## src/rtl/seq_alu.sv

```systemverilog
// Sequential ALU: latches operands on a start/ready handshake, runs simple ops in one
// cycle and MUL/DIV/MOD iteratively (shift-add, restoring divide), then pulses done.
module seq_alu #(
  parameter int W = 4
) (
  input  logic         clk,
  input  logic         rst,
  input  logic         start,
  input  logic [W-1:0] a,
  input  logic [W-1:0] b,
  input  logic [3:0]   op,
  output logic         ready,
  output logic         done,
  output logic [W-1:0] result,
  output logic [W-1:0] result_hi,
  output logic         flag_n,
  output logic         flag_z,
  output logic         flag_c,
  output logic         flag_v,
  output logic         flag_err
);
  localparam int CW = $clog2(W + 1);

  localparam logic [3:0] OP_ADD = 4'd0, OP_SUB = 4'd1, OP_MUL = 4'd2, OP_DIV = 4'd3,
                         OP_MOD = 4'd4, OP_AND = 4'd5, OP_OR  = 4'd6, OP_XOR = 4'd7,
                         OP_SHL = 4'd8, OP_SHR = 4'd9;

  typedef enum logic [1:0] {IDLE = 2'd0, EXEC = 2'd1, ITER = 2'd2, DONE = 2'd3} state_t;

  state_t        state_q, state_d;
  logic [W-1:0]  a_q, a_d, b_q, b_d;
  logic [3:0]    op_q, op_d;
  logic [CW-1:0] cnt_q, cnt_d;
  logic [W-1:0]  hi_q, hi_d, lo_q, lo_d;
  logic [W-1:0]  result_q, result_d, result_hi_q, result_hi_d;
  logic          flag_n_q, flag_n_d, flag_z_q, flag_z_d, flag_c_q, flag_c_d;
  logic          flag_v_q, flag_v_d, flag_err_q, flag_err_d;

  // Single-cycle results from the latched operands
  logic [W:0]    sum, diff, shl_ext, shr_ext;
  logic [W-1:0]  ex_res, ex_hi;
  logic          ex_c, ex_v, ex_err;

  always_comb begin
    sum     = {1'b0, a_q} + {1'b0, b_q};
    diff    = {1'b0, a_q} - {1'b0, b_q};
    shl_ext = {1'b0, a_q} << b_q;
    shr_ext = {a_q, 1'b0} >> b_q;
    ex_res  = '0;
    ex_hi   = '0;
    ex_c    = 1'b0;
    ex_v    = 1'b0;
    ex_err  = 1'b0;
    case (op_q)
      OP_ADD: begin
        ex_res = sum[W-1:0];
        ex_c   = sum[W];
        ex_v   = (a_q[W-1] == b_q[W-1]) & (sum[W-1] != a_q[W-1]);
      end
      OP_SUB: begin
        ex_res = diff[W-1:0];
        ex_c   = diff[W];
        ex_v   = (a_q[W-1] ^ b_q[W-1]) & (a_q[W-1] ^ diff[W-1]);
      end
      OP_DIV, OP_MOD: begin
        // Only reaches DONE from EXEC with b == 0
        ex_res = '1;
        ex_hi  = a_q;
        ex_err = 1'b1;
      end
      OP_MUL: ex_res = '0;
      OP_AND: ex_res = a_q & b_q;
      OP_OR:  ex_res = a_q | b_q;
      OP_XOR: ex_res = a_q ^ b_q;
      OP_SHL: begin
        ex_res = shl_ext[W-1:0];
        ex_c   = shl_ext[W];
      end
      OP_SHR: begin
        ex_res = shr_ext[W:1];
        ex_c   = shr_ext[0];
      end
      default: ex_err = 1'b1;
    endcase
  end

  // One iteration step: hi_q/lo_q hold {partial, multiplier} or {remainder, dividend/quotient}
  logic [W:0]    mul_sum, div_sh;
  logic [W-1:0]  mul_hi, mul_lo, div_hi, div_lo, div_rem;
  logic          div_ge;
  logic [W-1:0]  it_res, it_hi;
  logic          it_c;

  always_comb begin
    mul_sum = {1'b0, hi_q} + (lo_q[0] ? {1'b0, b_q} : '0);
    mul_hi  = mul_sum[W:1];
    mul_lo  = {mul_sum[0], lo_q[W-1:1]};
    div_sh  = {hi_q, lo_q[W-1]};
    div_ge  = (div_sh >= {1'b0, b_q});
    div_rem = div_sh[W-1:0] - b_q;
    div_hi  = div_ge ? div_rem : div_sh[W-1:0];
    div_lo  = {lo_q[W-2:0], div_ge};
    it_c    = 1'b0;
    case (op_q)
      OP_MUL: begin
        it_res = mul_lo;
        it_hi  = mul_hi;
        it_c   = |mul_hi;
      end
      OP_DIV: begin
        it_res = div_lo;
        it_hi  = div_hi;
      end
      default: begin
        it_res = div_hi;
        it_hi  = div_lo;
      end
    endcase
  end

  always_comb begin
    state_d     = state_q;
    a_d         = a_q;
    b_d         = b_q;
    op_d        = op_q;
    cnt_d       = cnt_q;
    hi_d        = hi_q;
    lo_d        = lo_q;
    result_d    = result_q;
    result_hi_d = result_hi_q;
    flag_n_d    = flag_n_q;
    flag_z_d    = flag_z_q;
    flag_c_d    = flag_c_q;
    flag_v_d    = flag_v_q;
    flag_err_d  = flag_err_q;
    case (state_q)
      IDLE: if (start) begin
        a_d     = a;
        b_d     = b;
        op_d    = op;
        state_d = EXEC;
      end
      EXEC: begin
        cnt_d = '0;
        if ((op_q == OP_MUL) || (((op_q == OP_DIV) || (op_q == OP_MOD)) && (b_q != '0))) begin
          hi_d    = '0;
          lo_d    = a_q;
          state_d = ITER;
        end else begin
          result_d    = ex_res;
          result_hi_d = ex_hi;
          flag_n_d    = ex_res[W-1];
          flag_z_d    = (ex_res == '0);
          flag_c_d    = ex_c;
          flag_v_d    = ex_v;
          flag_err_d  = ex_err;
          state_d     = DONE;
        end
      end
      ITER: begin
        hi_d = (op_q == OP_MUL) ? mul_hi : div_hi;
        lo_d = (op_q == OP_MUL) ? mul_lo : div_lo;
        if (cnt_q == CW'(W - 1)) begin
          result_d    = it_res;
          result_hi_d = it_hi;
          flag_n_d    = it_res[W-1];
          flag_z_d    = (it_res == '0);
          flag_c_d    = it_c;
          flag_v_d    = 1'b0;
          flag_err_d  = 1'b0;
          state_d     = DONE;
        end else begin
          cnt_d = cnt_q + CW'(1);
        end
      end
      default: state_d = IDLE;
    endcase
  end

  always_ff @(posedge clk or posedge rst) begin
    if (rst) begin
      state_q     <= IDLE;
      a_q         <= '0;
      b_q         <= '0;
      op_q        <= '0;
      cnt_q       <= '0;
      hi_q        <= '0;
      lo_q        <= '0;
      result_q    <= '0;
      result_hi_q <= '0;
      flag_n_q    <= 1'b0;
      flag_z_q    <= 1'b0;
      flag_c_q    <= 1'b0;
      flag_v_q    <= 1'b0;
      flag_err_q  <= 1'b0;
    end else begin
      state_q     <= state_d;
      a_q         <= a_d;
      b_q         <= b_d;
      op_q        <= op_d;
      cnt_q       <= cnt_d;
      hi_q        <= hi_d;
      lo_q        <= lo_d;
      result_q    <= result_d;
      result_hi_q <= result_hi_d;
      flag_n_q    <= flag_n_d;
      flag_z_q    <= flag_z_d;
      flag_c_q    <= flag_c_d;
      flag_v_q    <= flag_v_d;
      flag_err_q  <= flag_err_d;
    end
  end

  assign ready     = (state_q == IDLE);
  assign done      = (state_q == DONE);
  assign result    = result_q;
  assign result_hi = result_hi_q;
  assign flag_n    = flag_n_q;
  assign flag_z    = flag_z_q;
  assign flag_c    = flag_c_q;
  assign flag_v    = flag_v_q;
  assign flag_err  = flag_err_q;

endmodule

```

## config.mk

```make
export PLATFORM = sky130hd
export DESIGN_NAME = seq_alu
export DESIGN_NICKNAME = d
export VERILOG_FILES = /design/src/rtl/seq_alu.sv
export SDC_FILE = /design/constraint.sdc
export NUM_CORES = 1
export LEC_CHECK = 0
export ABC_AREA = 1
export CAP_MARGIN = 20
export CORE_ASPECT_RATIO = 0.75
export CORE_MARGIN = 1
export CORE_UTILIZATION = 48
export CTS_BUF_LIST = sky130_fd_sc_hd__clkbuf_4
export DETAILED_ROUTE_END_ITERATION = 12
export DONT_BUFFER_PORTS = 1
export HOLD_SLACK_MARGIN = 0.08
export PLACE_DENSITY_LB_ADDON = 0.3
export RECOVER_POWER = 50
export SYNTH_ARGS = -nofsm -noshare
export SYNTH_HDL_FRONTEND = slang
export SYNTH_SLANG_ARGS = --single-unit
```

## constraint.sdc

```tcl
create_clock -name clk -period 2.6 [get_ports clk]
set_input_delay 0.52 -clock clk [delete_from_list [all_inputs] [get_ports clk]]
set_output_delay 0.52 -clock clk [all_outputs]
set_load 0.05 [all_outputs]
```

==> results.toml <==
[run_status]
outcome = "finished, violations left"
violations = "capacitance limit, slew limit"

[placement]
gp_congestion = 0.980
pre_cts_slack_ns = 0.207
dpl_cell_area_mm2 = 0.00324
dp_hpwl_um = 6790
io_buffers = 0

[yosys]
synth_commonest_cells = "125 x nand2_1, 55 x nor2_1, 53 x inv_1, 43 x nand3_1, 37 x dfrtp_1"
ys_warn_count = 0
synthAdderAreaFrac = 0.137
syn_area_mm2 = 0.00315
synth-main-ff-cell = "dfrtp_1"
synthCells = 463
synth.largest_area_cell = "dfrtp_1"
postSynthAreaPerCell_um2 = 6.80
synth_edf_count = 0
synth.top_cell.area_share = 0.294
synthDistinctLibCells = 34
synth_top_family_by_area = "simple AND/OR/NAND/NOR gates"
ys_seq_elements = 37
synthesis.nets = 510
ys_seq_area_frac = 0.294
synth_area_leaders = "dfrtp_1 29%, nand2_1 15%, ha_1 11%"
synth_mux_area_frac = 0
yosys.area_share.xor_xnor = 0.0139
synth_compound_area_frac = 0.135
synthSimpleGateAreaFrac = 0.335
synthArstFlopShare = 1.00
synth_most_common_cell = "nand2_1"

[global_routing]
grt-ovfl-total = 0
grt_pass1_wl_um = 14000
grt_pass1_vias = 2814
grt_usage = 0.270
antenna_found_initial = 0
grt_start_max_net_pins = 38

[timing]
slew_violations = 38
holdWs_ns = 0.284
period_minus_slack_ns = 2.34
skew_ns = 0.0183
setup-tns-final_ns = 0
final_hold_viol_count = 0
slew_headroom = -0.383
period_share = 0.900
setup_slack_ns = 0.259
rsz0062_at_grt = "false"
finalSetupViolCount = 0
worstMarginPinSlew_ns = 2.07
fmax_mhz = 427

[clock_network]
root_buffer = "clkbuf_4"
postCtsHoldBufs = 0
cts_made_buffers = 5
cts_tree = "built"
clk_pin_slew_worst_paths_ns = 0.15
clock_latency_ns = 0.37
htreeDepth = 2
post_cts_buffers = 0
clockBufferDepth = 2
cts.sinks = 37

[setup_path]
critPathCaptureType = "register"
r2r-start = "b_q[2]"
r2r-end = "result_hi[2]"
critical_path.slowest_cell = "dfrtp_1"
ff2ff_setup_slack_ns = 0.26
slowest_delay_ns = 0.44
crit_end = "result_hi[2]"
crit_arrival_ns = 2.65
crit_type = "reg2reg"
start_kind = "register"
path_cells = "inv_1 > ha_1 > a21oi_1 > nand2_1 > nand2_1 > nand2_1 > nand2_1 > nand2_1 > o21ai_0 > o21ai_0 > nand3_1"
r2r_cells = 11
required_ns = 2.91
startpoint = "b_q[2]"
crit_path_max_fanout = 7
crit_top_cell = "nand2_1"

[drt]
totalWireLength_um = 8730
vias = 3078
ant_nets = 0
drtPass1Iterations = 6
drtIter0Drc = 288
routed_via_density = 5.62
wire_per_inst_um = 15.9
drcViolationCount = 0

[floorplan]
rows = 25
initial_core_util = 0.498
die_h_um = 72.2
io_pins = 30
dieArea_mm2 = 0.00689
die_w_um = 95.5
core-area_mm2 = 0.00632

[layout]
fill_cells = 658
final_cell_area_mm2 = 0.00329
syn2layout_area_growth_pct = 4.61
layout.nets = 513
drive_above_1_share = 0.0728
antenna_cells = 0

[pwr]
seq_power_share = 0.290
p_clk_frac = 0.071
vdd_drop_max_v = 0.000746
p_int_mw = 1.95
sw_frac_of_total = 0.595
powerDensity_mw_per_mm2 = 1460
power.switching_mw = 2.87
power_mw = 4.82
power_frac_comb = 0.639
p_leak_nw = 1.76

[min_path]
hp-class = "in2reg"

[run]
drv_cap = 1
==> worst max-delay path: cells and delay by family, from the launching register on <==
kind / cells / cell delay (ns)
AND/OR/NAND/NOR: 6 / 0.72
buffers and inverters: 1 / 0.14
AO/OA/AOI/OAI: 3 / 0.63
flip-flops: 1 / 0.44
adder cells (fa/ha/maj): 1 / 0.36
==> worst min-delay path by stage <==
stage,start,end,slack (ns),depth (start not counted)
after floorplan,cnt_q[0],cnt_q[0],0.45,1
after global placement,cnt_q[0],cnt_q[0],0.46,1
after detailed placement,cnt_q[0],cnt_q[0],0.48,1
after CTS,rst,flag_v,0.15,2
after global routing,op[0],op_q[0],0.28,2
final,op[3],op_q[3],0.28,2
==> routing by layer <==
metal | part of all wire | global-route usage
met5 | 0 | 0
met4 | 0.0097 | 0.0564
met3 | 0.097 | 0.0723
met2 | 0.41 | 0.379
met1 | 0.48 | 0.413
==> per-stage QoR <==
step / util / std cells
after floorplan: - / 463
after global placement: 0.512 / 540
after detailed placement: 0.512 / 540
after CTS: 0.521 / 548
after global routing: 0.521 / 548
final: 0.521 / 548
==> logic make-up after synthesis <==
kind of cell	after synthesis
AOI/OAI and AO/OA	76
and+or+nand+nor	246
DFF	37
adders and majority gates	32
xor gates and xnor gates	5
buffers and inverters	67
==> sequential cells by signal (all words and copies together), names as in the netlist <==
signal and count:
hi_q 4, cnt_q 3, result 4, state_q 2, lo_q 4, flag_c 1, op_q 4, flag_z 1
b_q 4, a_q 4, flag_err 1, flag_v 1, result_hi 4
==> power groups by stage <==
| stage | Sequential, mW | Combinational (mW) | Clock [mW] |
|---|---|---|---|
| floorplan | 1.30 | 2.39 | 0 |
| global placement | 1.40 | 2.99 | 0 |
| detailed placement | 1.40 | 3.02 | 0 |
| CTS | 1.39 | 3.03 | 0.345 |
| global route | 1.44 | 3.48 | 0.370 |
| finish | 1.40 | 3.08 | 0.341 |
==> final cells by class <==
cell class              instances  area [µm²]  area share
multi-input cells             359        1950       0.593
inverters                      58         220      0.0668
well taps                      81         101      0.0308
clock buffers                   5        37.5      0.0114
clock inverters                 3        21.3     0.00646
flip-flops and latches         37         927       0.281
repair buffers                  5        33.8      0.0103
==> layout by cell type, fill, tap and decap left out, types with 3 or more instances in the layout <==
master	count
nand2_1	125
nor2_1	55
inv_1	53
nand3_1	43
dfrtp_1	36
a21oi_1	34
ha_1	28
o21ai_0	24
nand2_2	7
o22ai_1	5
clkbuf_4	5
nor2_2	4
inv_2	4
nand4_1	4
fa_1	4
buf_4	4
and2_1	3
xor2_1	3
nand3b_1	3
o21ai_1	3
==> repair_timing <==
item,CTS,global route
endpoints found under the setup margin,0,4
hold endpoints to repair,0,0
gates resized for setup,0,3
Power figures use the tool's default switching activity.
